==> config.mk <==
export PLATFORM = sky130hd
export DESIGN_NAME = alu_div_sequencer_flat
export DESIGN_NICKNAME = d
export VERILOG_FILES = /design/src/rtl/alu_div_sequencer_if.sv /design/src/rtl/alu_div_sequencer.sv /design/src/flat_wrapper.sv
export SDC_FILE = /design/constraint.sdc
export NUM_CORES = 1
export LEC_CHECK = 0
export BUFFER_PORTS_ARGS = -buffer_cell sky130_fd_sc_hd__buf_2
export CAP_MARGIN = 25
export CELL_PAD_IN_SITES_DETAIL_PLACEMENT = 0
export CELL_PAD_IN_SITES_GLOBAL_PLACEMENT = 1
export CORE_ASPECT_RATIO = 1.4
export CORE_MARGIN = 5
export CORE_UTILIZATION = 40
export DETAILED_ROUTE_END_ITERATION = 7
export PLACE_DENSITY = 0.81
export SYNTH_ARGS = -nofsm -noshare
export SYNTH_HDL_FRONTEND = slang
export SYNTH_SLANG_ARGS = --single-unit
==> constraint.sdc <==
create_clock -name clk -period 3.2 [get_ports clk]
set_input_delay 0.96 -clock clk [delete_from_list [all_inputs] [get_ports clk]]
set_output_delay 0.96 -clock clk [all_outputs]
set_load 0.05 [all_outputs]
==> src/rtl/alu_div_sequencer_if.sv <==
// Bundle between the execute stage, the shared ALU and the divide sequencer.
// master = pipeline/ALU side, slave = the sequencer.
interface alu_div_sequencer_if #(
  parameter int WIDTH = 32
);
  logic             start;
  logic [1:0]       op;
  logic [WIDTH-1:0] dividend;
  logic [WIDTH-1:0] divisor;
  logic             busy;
  logic             done;
  logic [WIDTH-1:0] result;
  logic [WIDTH-1:0] alu_a;
  logic [WIDTH-1:0] alu_b;
  logic [3:0]       alu_ctrl;
  logic             alu_unsign;
  logic [WIDTH-1:0] alu_out;
  logic             alu_cout;

  modport master (
    output start, op, dividend, divisor, alu_out, alu_cout,
    input  busy, done, result, alu_a, alu_b, alu_ctrl, alu_unsign
  );

  modport slave (
    input  start, op, dividend, divisor, alu_out, alu_cout,
    output busy, done, result, alu_a, alu_b, alu_ctrl, alu_unsign
  );
endinterface

==> src/rtl/alu_div_sequencer.sv <==
// RV32M DIV/DIVU/REM/REMU by restoring division, borrowing the shared ALU's
// SUB for one trial subtract per cycle; special cases resolve without iterating.
module alu_div_sequencer #(
  parameter int WIDTH = 32,
  parameter int CNT_W = 6
) (
  input logic                clk,
  input logic                reset,
  alu_div_sequencer_if.slave bus
);

  typedef enum logic [2:0] {S_IDLE, S_PREP, S_ITER, S_FIXUP, S_DONE} state_t;

  localparam logic [WIDTH-1:0] MIN_NEG = {1'b1, {(WIDTH-1){1'b0}}};

  state_t           state_q, state_d;
  logic             rem_q, rem_d;
  logic             sgn_q, sgn_d;
  logic             neg_quot_q, neg_quot_d;
  logic             neg_rem_q, neg_rem_d;
  logic [WIDTH-1:0] r_q, r_d;
  logic [WIDTH-1:0] q_q, q_d;
  logic [WIDTH-1:0] d_q, d_d;
  logic [CNT_W-1:0] count_q, count_d;
  logic             busy_q, busy_d;
  logic             done_q, done_d;
  logic [WIDTH-1:0] result_q, result_d;

  logic [WIDTH-1:0] shift_s;
  logic             shift_c;
  logic             take;
  logic [WIDTH-1:0] q_fix;
  logic [WIDTH-1:0] r_fix;

  // The ALU answers combinationally, so the trial subtract is consumed in the same cycle.
  assign shift_c = r_q[WIDTH-1];
  assign shift_s = {r_q[WIDTH-2:0], q_q[WIDTH-1]};
  assign take    = shift_c | bus.alu_cout;
  assign q_fix   = neg_quot_q ? -q_q : q_q;
  assign r_fix   = neg_rem_q  ? -r_q : r_q;

  always_comb begin
    state_d    = state_q;
    rem_d      = rem_q;
    sgn_d      = sgn_q;
    neg_quot_d = neg_quot_q;
    neg_rem_d  = neg_rem_q;
    r_d        = r_q;
    q_d        = q_q;
    d_d        = d_q;
    count_d    = count_q;
    done_d     = 1'b0;
    result_d   = result_q;

    case (state_q)
      S_IDLE: begin
        // busy_q still covers the done cycle, so a start there is ignored.
        if (bus.start && !busy_q) begin
          rem_d = bus.op[1];
          sgn_d = ~bus.op[0];
          q_d   = bus.dividend;
          d_d   = bus.divisor;
          if (bus.divisor == '0) begin
            q_d      = '1;
            r_d      = bus.dividend;
            result_d = bus.op[1] ? bus.dividend : '1;
            state_d  = S_DONE;
          end else if (!bus.op[0] && bus.dividend == MIN_NEG && bus.divisor == '1) begin
            q_d      = bus.dividend;
            r_d      = '0;
            result_d = bus.op[1] ? '0 : bus.dividend;
            state_d  = S_DONE;
          end else begin
            state_d = S_PREP;
          end
        end
      end
      S_PREP: begin
        q_d        = (sgn_q && q_q[WIDTH-1]) ? -q_q : q_q;
        d_d        = (sgn_q && d_q[WIDTH-1]) ? -d_q : d_q;
        r_d        = '0;
        count_d    = '0;
        neg_quot_d = sgn_q & (q_q[WIDTH-1] ^ d_q[WIDTH-1]);
        neg_rem_d  = sgn_q & q_q[WIDTH-1];
        state_d    = S_ITER;
      end
      S_ITER: begin
        r_d     = take ? bus.alu_out : shift_s;
        q_d     = {q_q[WIDTH-2:0], take};
        count_d = count_q + CNT_W'(1);
        if (count_q == CNT_W'(WIDTH-1)) state_d = S_FIXUP;
      end
      S_FIXUP: begin
        q_d      = q_fix;
        r_d      = r_fix;
        result_d = rem_q ? r_fix : q_fix;
        state_d  = S_DONE;
      end
      S_DONE: begin
        done_d  = 1'b1;
        state_d = S_IDLE;
      end
      default: state_d = S_IDLE;
    endcase

    busy_d = (state_d != S_IDLE) || (state_q == S_DONE);
  end

  always_ff @(posedge clk) begin
    if (reset) begin
      state_q    <= S_IDLE;
      rem_q      <= 1'b0;
      sgn_q      <= 1'b0;
      neg_quot_q <= 1'b0;
      neg_rem_q  <= 1'b0;
      r_q        <= '0;
      q_q        <= '0;
      d_q        <= '0;
      count_q    <= '0;
      busy_q     <= 1'b0;
      done_q     <= 1'b0;
      result_q   <= '0;
    end else begin
      state_q    <= state_d;
      rem_q      <= rem_d;
      sgn_q      <= sgn_d;
      neg_quot_q <= neg_quot_d;
      neg_rem_q  <= neg_rem_d;
      r_q        <= r_d;
      q_q        <= q_d;
      d_q        <= d_d;
      count_q    <= count_d;
      busy_q     <= busy_d;
      done_q     <= done_d;
      result_q   <= result_d;
    end
  end

  assign bus.alu_a      = (state_q == S_ITER) ? shift_s : '0;
  assign bus.alu_b      = (state_q == S_ITER) ? d_q : '0;
  assign bus.alu_ctrl   = (state_q == S_ITER) ? 4'b0001 : 4'b0000;
  assign bus.alu_unsign = 1'b1;
  assign bus.busy       = busy_q;
  assign bus.done       = done_q;
  assign bus.result     = result_q;

endmodule

==> src/flat_wrapper.sv <==
// flat-port wrapper written by rule: the top's interface ports become plain ports
module alu_div_sequencer_flat 
#(
  parameter int WIDTH = 32,
  parameter int CNT_W = 6
)
  (clk, reset, bus_start, bus_op, bus_dividend, bus_divisor, bus_alu_out, bus_alu_cout, bus_busy, bus_done, bus_result, bus_alu_a, bus_alu_b, bus_alu_ctrl, bus_alu_unsign);
  alu_div_sequencer_if #(.WIDTH(WIDTH)) bus_i ();
  input logic clk;
  input logic reset;
  input wire logic [$bits(bus_i.start)-1:0] bus_start;
  input wire logic [$bits(bus_i.op)-1:0] bus_op;
  input wire logic [$bits(bus_i.dividend)-1:0] bus_dividend;
  input wire logic [$bits(bus_i.divisor)-1:0] bus_divisor;
  input wire logic [$bits(bus_i.alu_out)-1:0] bus_alu_out;
  input wire logic [$bits(bus_i.alu_cout)-1:0] bus_alu_cout;
  output wire logic [$bits(bus_i.busy)-1:0] bus_busy;
  output wire logic [$bits(bus_i.done)-1:0] bus_done;
  output wire logic [$bits(bus_i.result)-1:0] bus_result;
  output wire logic [$bits(bus_i.alu_a)-1:0] bus_alu_a;
  output wire logic [$bits(bus_i.alu_b)-1:0] bus_alu_b;
  output wire logic [$bits(bus_i.alu_ctrl)-1:0] bus_alu_ctrl;
  output wire logic [$bits(bus_i.alu_unsign)-1:0] bus_alu_unsign;
  assign bus_i.start = bus_start;
  assign bus_i.op = bus_op;
  assign bus_i.dividend = bus_dividend;
  assign bus_i.divisor = bus_divisor;
  assign bus_i.alu_out = bus_alu_out;
  assign bus_i.alu_cout = bus_alu_cout;
  assign bus_busy = bus_i.busy;
  assign bus_done = bus_i.done;
  assign bus_result = bus_i.result;
  assign bus_alu_a = bus_i.alu_a;
  assign bus_alu_b = bus_i.alu_b;
  assign bus_alu_ctrl = bus_i.alu_ctrl;
  assign bus_alu_unsign = bus_i.alu_unsign;
  alu_div_sequencer #(.WIDTH(WIDTH), .CNT_W(CNT_W)) u_core (.clk(clk), .reset(reset), .bus(bus_i));
endmodule
# Word level (Yosys, flattened, before mapping)
# Cells that the tools add are included.
# classes
n_bitwise	5
eq_ne	11
n_reduce_logical	20
mux	31
add_sub_neg	4
# ops
operator	count
$mux 32	19
$pmux 32 s4	2
$pmux 32 s2	2
$neg 32->32	3
$eq 32x32->1 const B	2
$logic_not 32->1	1
$mux 3	4
$pmux 3 s4	1
$pmux 6 s2	1
$reduce_and 3->1	4
$add 6x1->6 const B	1
$eq 3x2->1 const B	2
$eq 6x5->1 const B	1
$ne 2x1->1 const B	3
$reduce_bool 2->1	3
$logic_and 1x1->1	5
$reduce_bool 4->1	1
$eq 3x1->1 const B	1
$eq 3x3->1 const B	1
$logic_not 3->1	1
$ne 3x1->1 const B	1
$reduce_bool 3->1	1
$and 1x1->1	2
$logic_not 1->1	2
other kinds (6)	7
# word_totals
regBits	143
elab_cells	83
output_inout_bits	103

# Depth between registers and ports, before layout
# Gate-level depths: netlist of the first run.
# logic_depth
word_depth	9
ltp_mapped	10

# Worst setup path after synthesis of the first run
# No wires, ideal clock.
# synth_timing
path_type	reg-to-output
start	register u_core.state_q[1]
end	output bus_alu_a[18]
setup_slack_ns	-0.243
path_buffers	3
required_time_ns	2.240
path_stages_with_launch	8
arrival_time_ns	2.483
path_cell_list	dfxtp_1 > clkbuf_1 > nor2b_1 > nand2b_1 > inv_1 > clkbuf_1 > clkbuf_1 > and2_1
# synth_via
elab_chain_cells	2
# synth_lines
item	line	text
from (decl)	alu_div_sequencer.sv:16	state_t state_q, state_d;
from (signal assigned)	alu_div_sequencer.sv:124	state_q <= state_d;
$eq 3x2->1	alu_div_sequencer.sv:139	assign bus.alu_a = (state_q == S_ITER) ? shift_s : '0;
$mux 32	alu_div_sequencer.sv:139	
to (decl)	flat_wrapper.sv:20	output wire logic [$bits(bus_i.alu_a)-1:0] bus_alu_a;
# Every way passes these cells.

# Worst setup path after layout of the first run
# layout_timing
start	register u_core.state_q[1]
end	output bus_alu_b[3]
# layout_via
elab_chain_cells	2
# layout_lines
item	line	text
$eq 3x2->1	alu_div_sequencer.sv:140	assign bus.alu_b = (state_q == S_ITER) ? d_q : '0;
$mux 32	alu_div_sequencer.sv:140	
to (decl)	flat_wrapper.sv:21	output wire logic [$bits(bus_i.alu_b)-1:0] bus_alu_b;
# Every way passes these cells.

==> flow_summary.toml, run 1 <==
[sta]
hold_violations = 0
fin_crit_sh_pct = 92.3
fin_crit_ns = 2.95
fin_tns_setup_ns = 0
fmax_ghz = 0.339
worst_slew_pin_slew_ns = 0.736
finalHoldWorstSlack_ns = 0.486
skew_ns = 0.00939
setup_ws_ns = 0.247
slew_viol_final = 0
rsz0062_at_grt = "false"
setup_viol = 0
relSlewSlack_pct = 50.9

[setup_path]
path_cells = "nor2b_1 -> nand2b_2 -> clkinv_2 -> buf_12 -> and2_1 -> buf_2"
critPathMaxStageDelay_ns = 0.32
crit_arrival_ns = 1.99
cp.required_ns = 2.24
worstReg2RegStart = "u_core.r_q[2]"
worstSetupPathType = "flip-flop to output pin"
cp_max_fo = 27
cp_slowest_cell = "dfxtp_1"
cp-start-kind = "flip-flop"
critPathTopFamily = "buffers and inverters"
critical_path_buf_inv_count = 3
end_kind = "output pin"
cp-startpoint = "u_core.state_q[1]"

[run_status]
status = "finished clean"

[final_layout]
final-instance-count-excl-fill = 2160
area_growth_pct = 21.8
nets = 1884
drive_gt1_share_pct = 22.6

[clock_tree]
postCtsHoldBufs = 0
cts_tree = "yes"
cts_max_level = 4
clk_path_buf_depth = 2
clock_latency_ns = 0.44
cts.sinks = 143
clockRootBuffer = "clkbuf_16"
clk_pin_slew_ns = 0.06
cts_buffers = 17

[grt]
grt_use_met1_pct = 36.0
first_global_vias = 12700
gr-usage-all-layers_pct = 29.8
grt_pass1_wl_mm = 73.3
use_met3_pct = 5.26
antenna_found_initial = 2
busiest_layer = "met2"
grt.overflow.total = 0
grt_max_degree = 57
grtUsageMet2_pct = 49.6

[synthesis]
yosysUniqueCellTypes = 89
async_flop_share_pct = 0
synth_ff_type = "dfxtp_1"
synth_edf_count = 0
syn_area_per_cell_um2 = 7.06
syn_inst = 1582
synth_warnings = 0
synth_top_area_share_pct = 25.6
synth_seq_cells = 143
ys_seq_area_share_pct = 25.6
ys_top_cells_by_area = "dfxtp_1 26%, nand2_1 6.4%, a21oi_1 5.8%"
netlist_area_um2 = 11200
yosys.area.top_type = "dfxtp_1"

[die]
start_util_pct = 40.5
dieArea_um2 = 31400
rows = 72
die_x_um = 151
fp.dieH_um = 208
ios = 205
core_um2 = 27600

[routing]
drc = 0
wl_per_cell_um = 22.4
drt_iter0_markers = 1251
wirelength_mm = 48.4
first_pass_iters = 6
ant_nets = 0
vias = 13300
viasPerCell = 6.18

[pwr]
total_power_mw = 6.72
p_leak_nw = 5.38
powerDensity_nw_per_um2 = 494
peakVddDrop_v = 0.000438

[place]
dp.cells = 2129
dp_hpwl_mm = 35.9
gp_congestion = 0.963
dp_slack_ns = -0.141
portBuffers = 200

[min_path]
hp-class = "flip-flop to flip-flop"
holdCritStartpoint = "u_core.q_q[30]"

[run]
max_cap_viol_count = 0
-- cell usage in the layout (no fill, tap or decap), drive strengths merged, types with 20 or more instances in the layout --
cell type / instances
dfxtp: 143
a31oi: 32
nor3: 48
inv: 29
and2: 60
nand3: 31
clkbuf: 24
nor4: 39
o31ai: 20
nor2: 158
a21oi: 130
xnor2: 58
o21ai: 125
a211oi: 34
nand2: 191
buf: 330
-- timing repair --
| item | in CTS | in global routing |
|---|---|---|
| setup buffers | 0 | 0 |
| setup endpoints to repair | 0 | 6 |
| gates resized for setup | 0 | 1 |
-- registers in the layout, summed over array words and instances, names as in the netlist --
| signal | count |
|---|---|
| u_core.rem_q | 1 |
| u_core.d_q | 32 |
| u_core.r_q | 32 |
| u_core.bus.done | 1 |
| u_core.q_q | 32 |
| u_core.count_q | 6 |
| u_core.neg_rem_q | 1 |
| u_core.sgn_q | 1 |
| u_core.bus.busy | 1 |
| u_core.bus.result | 32 |
| u_core.neg_quot_q | 1 |
| u_core.state_q | 3 |
-- Yosys cell counts, drive strengths merged (19+ instances only) --
| library cell | count |
|---|---|
| buf | 31 |
| o21ai | 125 |
| inv | 30 |
| nor3 | 48 |
| a211oi | 34 |
| a31oi | 32 |
| dfxtp | 143 |
| a21oi | 130 |
| xnor2 | 58 |
| nand2 | 191 |
| nor2 | 158 |
| nor4 | 39 |
| clkbuf | 124 |
| a22oi | 19 |
| nand3 | 31 |
| o31ai | 20 |
| and2 | 60 |
| mux2i | 19 |
-- report_power, final --
group,internal [mW],switching [mW]
combinational,0.950,1.62
sequential,1.94,0.273
clock,1.12,0.812
total,4.01,2.71
-- worst min-delay path, delay by kind of cell (launching register included) --
| family | cells | cell delay [ns] |
|---|---|---|
| flops | 1 | 0.32 |
| compound gates | 1 | 0.07 |
| simple gates | 1 | 0.05 |
-- stage by stage --
| step | area (µm²) | util, % |
|---|---|---|
| finish | 13600 | 49.3 |
| global route | 13600 | 49.3 |
| CTS | 13600 | 49.3 |
| detailed placement | 13100 | 47.4 |
| global placement | 13100 | 47.4 |
| floorplan | 11200 | - |
-- path summary, 6_finish.rpt --
path         cells after the start  slack [ns]                     to
max reg2reg                      8        0.30  u_core.bus.result[30]
max                              6        0.25           bus_alu_b[3]
min reg2reg                      2        0.49         u_core.q_q[30]
min                              2        0.49         u_core.q_q[30]
-- layout make-up --
cell class | count | area (µm²)
Inverter | 30 | 114
Timing Repair Buffer | 330 | 2030
Sequential cell | 143 | 2860
Tap cell | 370 | 463
Antenna cell | 1 | 2.50
Fill cell | 2887 | 14000
Clock buffer | 24 | 482
Clock inverter | 6 | 60.1
Multi-Input combinational cell | 1256 | 7590
-- logic make-up after synthesis --
logic type               Yosys count  share of synthesized area [%]
multiplexers                      19                           1.70
buffers and inverters            185                           6.83
adder cells (fa/ha/maj)           20                           1.88
XOR/XNOR                          74                           5.80
flip-flops                       143                           25.6
other                              2                         0.0673
AND/OR/NAND/NOR                  630                           28.2
AO/OA/AOI/OAI                    509                           29.9
-- per-layer routing --
| metal | vias up | wire [µm] |
|---|---|---|
| met3 | 161 | 4400 |
| met1 | 6267 | 18300 |
| li1 | 6167 | - |
| met4 | 2 | 2740 |
| met5 | - | 7 |
| met2 | 749 | 23000 |
No activity file was read; power rests on OpenSTA's default activity.
==> run 2: changes to the inputs <==
CAP_MARGIN = default   (was 25)
CTS_BUF_LIST = sky130_fd_sc_hd__clkbuf_4 sky130_fd_sc_hd__clkbuf_8   (was default)
==> flow_summary.toml, run 2 (synthesis gave the netlist of run 1 again) <==
[run_status]
status = "finished clean"

[final_layout]
final_common_cell = "buf_2"
layout_common_cells = "199 x buf_2, 190 x nand2_1, 156 x nor2_1"
fill_cells = 2911
multi_input_area_um2 = 7590
drive_gt1_share_pct = 22.8
nets = 1884
final-instance-count-excl-fill = 2160
register_area_um2 = 2860
final_area_um2 = 13400
area_growth_pct = 20.2

[clock_tree]
clockRootBuffer = "clkbuf_8"
cts_tree = "yes"
clock_latency_ns = 0.48
clk_pin_slew_ns = 0.08
post_cts_buffers = 0
cts_max_level = 4
postCtsHoldBufs = 0
cts_buffers = 17
cts-resized-gates = 0
clk_path_buf_depth = 2
cts.sinks = 143

[place]
portBuffers = 200
dp_hpwl_mm = 35.9
dp.cells = 2129
dpl_cell_area_um2 = 13100
gp_congestion = 0.963

[sta]
skew_ns = 0.0135
fmax_ghz = 0.334
relSlewSlack_pct = 50.9
slew_viol_final = 0
setup_viol = 0
fin_crit_ns = 2.99
fin_crit_sh_pct = 93.6
hold_violations = 0
worst_slew_pin_slew_ns = 0.737
rsz0062_at_grt = "false"

[setup_path]
path_cells = "nor2b_1 -> nand2b_2 -> clkinv_2 -> buf_12 -> and2_1 -> buf_2"
cp.required_ns = 2.24
cp_max_fo = 27
cp_slowest_cell = "dfxtp_1"
r2r_setup_slack_ns = 0.32
cp-start-kind = "flip-flop"
end_kind = "output pin"
critPathMaxStageDelay_ns = 0.33
worstSetupPathType = "flip-flop to output pin"
crit_arrival_ns = 2.03

[routing]
drt_iter0_markers = 1265
wl_per_cell_um = 22.4
wirelength_mm = 48.3
ant_nets = 0
vias = 13300
first_pass_iters = 6
drc = 0
viasPerCell = 6.15

[grt]
first_global_vias = 12600
grt_pass1_wl_mm = 73.1
gr-usage-all-layers_pct = 29.7
antenna_found_initial = 2
grt_max_degree = 57
grt.overflow.total = 0

[pwr]
powerDensity_nw_per_um2 = 464
p_leak_nw = 5.31
peakVddDrop_v = 0.000311

[min_path]
hp-class = "flip-flop to flip-flop"

[die]
rows = 72
start_util_pct = 40.5
die_x_um = 151
ios = 205
dieArea_um2 = 31400
core_um2 = 27600
fp.dieH_um = 208

[run]
max_cap_viol_count = 0
==> run 2: final timing paths <==
check	from	end	depth (start not counted)
worst max-delay path	u_core.state_q[1]	bus_alu_b[3]	6
worst max register to register	u_core.r_q[2]	u_core.r_q[30]	7
worst min register to register	u_core.q_q[30]	u_core.q_q[30]	2
worst min-delay path	u_core.q_q[30]	u_core.q_q[30]	2
==> run 2: per-stage QoR <==
step	TNS [ns]	util, %	hold slack [ns]	total power, mW	setup WS [ns]
floorplan	0	-	0.437	3.85	0.00390
global placement	-1.11	47.4	0.459	4.74	-0.122
detailed placement	-1.50	47.4	0.475	4.76	-0.141
CTS	0	48.7	0.490	6.20	0.0848
global route	0	48.7	0.504	6.53	0.0426
finish	0	48.7	0.489	6.23	0.206
==> run 2: per-layer routing <==
metal / wire length [µm] / share of wire [%] / vias to the layer above / GRT usage [%]
met5: 7 / 0.014 / - / 0
met4: 2510 / 5.2 / 2 / 14.9
met3: 4230 / 8.8 / 138 / 4.78
met2: 23200 / 48 / 718 / 49.8
met1: 18400 / 38 / 6260 / 36.2
li1: - / - / 6164 / -
==> run 2: critical path, delay by kind of cell, from the launching register on <==
family / cells / cell delay, ns
buf+inv: 3 / 0.77
flops: 1 / 0.33
simple gates: 3 / 0.45
==> run 2: power by group <==
| group | internal [mW] | switching (mW) | leakage (nW) |
|---|---|---|---|
| Sequential | 1.94 | 0.273 | 1.17 |
| Clock | 0.698 | 0.744 | 0.188 |
| Combinational | 0.950 | 1.62 | 3.95 |
| Total | 3.59 | 2.64 | 5.31 |
==> run 2: cell type report <==
type                       count  area share [%]
antenna                        1          0.0186
clock buffer                  24            2.27
clock inverter                 6           0.447
inverter                      30           0.848
multi-input combinational   1256            56.5
sequential                   143            21.3
tap                          370            3.45
timing repair buffer         330            15.1
